--- src/rtl/uart_tx_arbiter.sv ---
// Round-robin arbiter sharing one uart_tx among N byte-stream requesters.
// A grant is held for a whole message, up to an optional burst cap.
module uart_tx_arbiter #(
    parameter int unsigned N         = 4,
    parameter int unsigned MAX_BURST = 16,
    parameter int unsigned PTR_W     = 2
) (
    input  logic             clk_i,
    input  logic             rst_ni,
    input  logic [N-1:0]     req_i,
    input  logic [8*N-1:0]   req_data_i,
    input  logic [N-1:0]     req_last_i,
    output logic [N-1:0]     ack_o,
    output logic [N-1:0]     grant_o,
    output logic [PTR_W-1:0] grant_id_o,
    output logic             busy_o,
    output logic             tx_start_o,
    output logic [7:0]       din_o,
    input  logic             tx_done_tick_i
);

    typedef enum logic [1:0] {StIdle, StSend, StWait} state_e;

    localparam logic [PTR_W:0]   NumReq  = (PTR_W + 1)'(N);
    localparam logic [PTR_W-1:0] LastIdx = PTR_W'(N - 1);
    localparam logic [7:0]       MaxB    = 8'(MAX_BURST);
    localparam bit               CapEn   = (MAX_BURST != 0);

    state_e            state_q, state_d;
    logic [PTR_W-1:0]  ptr_q, ptr_d;
    logic [PTR_W-1:0]  gid_q, gid_d;
    logic [7:0]        cnt_q, cnt_d;
    logic              last_q, last_d;
    logic [N-1:0]      grant_q, grant_d;
    logic [N-1:0]      ack_q, ack_d;
    logic              busy_q, busy_d;
    logic              tx_start_q, tx_start_d;
    logic [7:0]        din_q, din_d;

    logic [PTR_W-1:0]  win;
    logic              found;
    logic [PTR_W:0]    sum;
    logic [PTR_W:0]    cand;
    logic              release_now;

    // Search req_i starting at ptr_q, wrapping modulo N.
    always_comb begin
        win   = '0;
        found = 1'b0;
        sum   = '0;
        cand  = '0;
        for (int unsigned i = 0; i < N; i++) begin
            sum  = {1'b0, ptr_q} + (PTR_W + 1)'(i);
            cand = (sum >= NumReq) ? (sum - NumReq) : sum;
            if (!found && req_i[cand[PTR_W-1:0]]) begin
                found = 1'b1;
                win   = cand[PTR_W-1:0];
            end
        end
    end

    assign release_now = last_q || (CapEn && (cnt_q == MaxB)) || !req_i[gid_q];

    always_comb begin
        state_d    = state_q;
        ptr_d      = ptr_q;
        gid_d      = gid_q;
        cnt_d      = cnt_q;
        last_d     = last_q;
        grant_d    = grant_q;
        ack_d      = '0;
        busy_d     = busy_q;
        tx_start_d = 1'b0;
        din_d      = din_q;
        unique case (state_q)
            StIdle: begin
                if (found) begin
                    gid_d        = win;
                    grant_d      = '0;
                    grant_d[win] = 1'b1;
                    ack_d[win]   = 1'b1;
                    din_d        = req_data_i[{win, 3'b000} +: 8];
                    last_d       = req_last_i[win];
                    cnt_d        = 8'd1;
                    busy_d       = 1'b1;
                    tx_start_d   = 1'b1;
                    state_d      = StSend;
                end
            end
            StSend: begin
                state_d = StWait;
            end
            StWait: begin
                if (tx_done_tick_i) begin
                    if (release_now) begin
                        state_d = StIdle;
                        grant_d = '0;
                        busy_d  = 1'b0;
                        ptr_d   = (gid_q == LastIdx) ? '0 : gid_q + 1'b1;
                    end else begin
                        din_d        = req_data_i[{gid_q, 3'b000} +: 8];
                        last_d       = req_last_i[gid_q];
                        cnt_d        = cnt_q + 8'd1;
                        ack_d[gid_q] = 1'b1;
                        tx_start_d   = 1'b1;
                        state_d      = StSend;
                    end
                end
            end
            default: state_d = StIdle;
        endcase
    end

    always_ff @(posedge clk_i or negedge rst_ni) begin
        if (!rst_ni) begin
            state_q    <= StIdle;
            ptr_q      <= '0;
            gid_q      <= '0;
            cnt_q      <= '0;
            last_q     <= 1'b0;
            grant_q    <= '0;
            ack_q      <= '0;
            busy_q     <= 1'b0;
            tx_start_q <= 1'b0;
            din_q      <= '0;
        end else begin
            state_q    <= state_d;
            ptr_q      <= ptr_d;
            gid_q      <= gid_d;
            cnt_q      <= cnt_d;
            last_q     <= last_d;
            grant_q    <= grant_d;
            ack_q      <= ack_d;
            busy_q     <= busy_d;
            tx_start_q <= tx_start_d;
            din_q      <= din_d;
        end
    end

    assign ack_o      = ack_q;
    assign grant_o    = grant_q;
    assign grant_id_o = gid_q;
    assign busy_o     = busy_q;
    assign tx_start_o = tx_start_q;
    assign din_o      = din_q;

endmodule

--- config.mk ---
export PLATFORM = sky130hd
export DESIGN_NAME = uart_tx_arbiter
export DESIGN_NICKNAME = d
export VERILOG_FILES = /design/src/rtl/uart_tx_arbiter.sv
export SDC_FILE = /design/constraint.sdc
export NUM_CORES = 1
export LEC_CHECK = 0
export BUFFER_PORTS_ARGS = -buffer_cell sky130_fd_sc_hd__clkbuf_2
export CORE_UTILIZATION = 45
export CTS_CLUSTER_SIZE = 30
export DETAILED_ROUTE_END_ITERATION = 10
export PLACE_DENSITY = 0.72
export SLEW_MARGIN = 0
export SYNTH_ARGS = -nofsm -noshare
export SYNTH_HDL_FRONTEND = slang
export SYNTH_SLANG_ARGS = --single-unit
--- constraint.sdc ---
create_clock -name clk_i -period 2.3 [get_ports clk_i]
set_clock_uncertainty 0.15 [all_clocks]
set_input_delay 0.46 -clock clk_i [delete_from_list [all_inputs] [get_ports clk_i]]
set_output_delay 0.46 -clock clk_i [all_outputs]
set_load 0.005 [all_outputs]
==> results by group <==
Layout
  • Ratio of cells with drive above 1 in the final layout: 0.375
  • Fill count: 370
  • Finished Cell Area: 2470 µm²
  • Register area: 826 µm²
  • Final net count: 309
  • Final Non-Filler Cells: 311
  • Antenna diode instance count: 0
  • Multi-input logic area: 1000 µm²
  • Layout area overhead: 29.9%

Setup path
  • Setup CP Type: register to register
  • Critical path's largest stage delay: 530 ps
  • Worst-path cell chain: or4b_4 -> o311ai_4 -> nor2_2 -> nor2_8 -> inv_2 -> and2_4 -> a211oi_1
  • Required @ worst endpoint: 2350 ps
  • RR Startpoint: cnt_q[7]$_DFFE_PN0P_
  • CP max FO: 8
  • CP max-delay cell: or4b_4
  • Arrival time of the worst setup path: 2210 ps
  • Critical Path Source: cnt_q[7]$_DFFE_PN0P_
  • Startpoint type of the worst setup path: register
  • Crit. End Element: register

Yosys
  • Commonest cells in the synthesized netlist: dfrtp_1, nor2_1, nand2_1
  • Synthesized area per cell: 10.4 µm²
  • Synth cell types: 40
  • Area contributors post-synth: dfrtp_1, mux2i_1, ha_1
  • Cells after synthesis: 183
  • Synth Flop Type: dfrtp_1
  • #FFs+latches synth: 33
  • Async S/R FF share, synth: 1.00
  • Sequential fraction of the synthesis area: 0.434
  • Post-Syn Nets: 232
  • Mapped Area: 1900 µm²
  • Most common cell in the netlist: dfrtp_1
  • Largest area contributor in the netlist: dfrtp_1
  • YS warnings: 0
  • EDFF count, synth: 0
  • Synth top area share: 0.434

Placed design
  • Gp weighted congestion: 0.842
  • Area of placed instances: 2350 µm²
  • I/O Buffers: 62
  • Placed cells: 303
  • Detail Placement HPWL: 3.24 mm

Power and ir drop
  • Clk pwr share: 0.187
  • Total power: 3020 µW
  • Power per cell area: 1220 nW/µm²
  • Comb power frac: 0.501
  • Sequential Power Share: 0.312
  • Max rail drop VDD: 0.636 mV
  • LEAKAGE: 0.00127 µW
  • Switching Fraction: 0.382
  • Internal power: 1870 µW
  • Psw: 1150 µW

Clock tree
  • Root Driver: clkbuf_8
  • Bufs on Longest Clock Path: 2
  • Clock latency on the worst-skew pair: 290 ps
  • Hold_buf cts: 0
  • CTS buffer count: 5
  • H-tree Lvls: 2
  • Reg clk slew, reported paths: 70 ps
  • # clock sinks: 33
  • CTS tree: built

Detailed routing
  • Met3 wire length: 287 µm
  • Met2 WL: 2.01 mm
  • Top sig layer: met4
  • Routed wire length: 4.28 mm
  • Routed vias/inst: 5.26
  • DRT Pass-1 Iters: 4
  • Post-DRT Antenna Nets: 0
  • Initial DRC count: 67
  • Drt wl/cell: 13.8 µm
  • Drt drc: 0
  • Met1 WL: 1.93 mm
  • DR vias: 1635

STA
  • RSZ-0062 raised after global routing: no
  • Slew of the pin with the lowest slew margin: 808 ps
  • Final Max Tran Viols: 0
  • Final setup violation count: 0
  • Final hold vios: 0
  • Final min period: 2160 ps
  • Fmax: 462 MHz
  • Setup tns final: 0 ps
  • Rel. slew slack: 0.461
  • Final period util: 0.941

Global routing
  • Grt ovf: 0
  • Total global-route track usage: 0.219
  • Pin count of the biggest net entering global routing: 34
  • Vias in the first global route: 1600
  • Initial antenna violation count: 0
  • First-pass GRT wire length: 7.18 mm

Floorplan
  • # IOs: 63
  • Die area: 4490 µm²
  • Core region area: 4030 µm²
  • Initial Util: 0.472
  • DIE HEIGHT: 67.0 µm
  • Row cnt: 23
  • Die W: 67.0 µm

Worst hold path
  • Hold WC Path Type: input pin to asynchronous set/reset pin

Outcome
  • Status: complete, no violations

Job
  • Max-Cap Viols: 0
==> per-stage QoR <==
step                      setup WS [ps]  hold slack (ps)   util
after floorplan                    95.8             14.4      -
after global placement             11.0              314  0.583
after detailed placement          -6.50              312  0.583
final                               136              102  0.613
after global routing               3.87              177  0.613
after CTS                          81.8              133  0.611
==> placed cells by master, fill, tap and decap left out, types with 2 or more instances in the layout <==
master / count
nand2_1: 12
o21ai_0: 6
clkbuf_2: 62
nand4_1: 5
ha_1: 6
dfrtp_1: 33
nor2_1: 19
mux2_2: 3
nand2b_1: 5
nand3_1: 3
clkbuf_8: 6
nor2b_1: 10
mux2i_1: 11
a21o_1: 8
a211oi_1: 6
buf_4: 14
a21oi_1: 3
nor3_1: 2
and3_1: 2
or3_1: 2
mux4_2: 2
a211oi_2: 2
a2111oi_0: 7
inv_1: 7
xor2_1: 6
==> sequential cells by signal, indices dropped and copies added (netlist names) <==
register	flops
din_o	8
tx_start_o	1
grant_id_o	2
ack_o	4
busy_o	1
state_q	2
ptr_q	2
last_q	1
cnt_q	8
grant_o	4
==> path summary, 6_finish.rpt <==
kind                                               end  slack (ps)  cells after the start
worst min register to register      busy_o$_DFFE_PN0P_         320                      2
max in group asynchronous         din_o[3]$_DFFE_PN0P_        1390                      1
worst max-delay path              din_o[1]$_DFFE_PN0P_         140                      7
worst max register to register    din_o[1]$_DFFE_PN0P_         140                      7
worst min-delay path                ack_o[1]$_DFF_PN0_         100                      1
min in group clk_i              state_q[1]$_DFFE_PN0P_         270                      2
==> critical path: cells and delay by family (launching register included) <==
| kind | cells | cell delay, ps |
|---|---|---|
| flip-flops | 1 | 400 |
| buffers and inverters | 1 | 70 |
| AO/OA/AOI/OAI | 2 | 500 |
| AND/OR/NAND/NOR | 4 | 940 |
==> cell families (layout without fill, tap and decap cells) <==
group,Yosys count,count (layout),share of synthesized area
simple gates,67,67,0.191
compound gates,40,40,0.164
flops,33,33,0.434
mux,16,16,0.0993
buf+inv,15,93,0.0434
fa+ha+maj,6,6,0.0395
xor+xnor,6,6,0.0276
==> power by group through the flow <==
| stage | combinational, µW | sequential (µW) | clock [µW] |
|---|---|---|---|
| floorplan | 942 | 961 | 0 |
| global placement | 1470 | 950 | 0 |
| detailed placement | 1490 | 953 | 0 |
| CTS | 1510 | 945 | 579 |
| global route | 1680 | 976 | 600 |
| finish | 1510 | 944 | 566 |
==> routing by layer <==
layer,track usage,vias to the layer above
met5,0,-
li1,-,812
met1,0.292,754
met3,0.0411,6
met4,0.0957,0
met2,0.341,63
==> timing repair <==
action / CTS / global route
hold endpoints to repair: 0 / 0
setup buffers: 0 / 0
resized for setup: 0 / 2
setup endpoints to repair: 0 / 4
==> area by class of cell <==
class                      instances  area share
tap                               50      0.0253
inverter                           8      0.0122
multi-input combinational        135       0.405
clock buffer                       7      0.0350
clock inverter                     1      0.0122
timing repair buffer              77       0.176
sequential                        33       0.334
(Power assumes the default switching activity.)
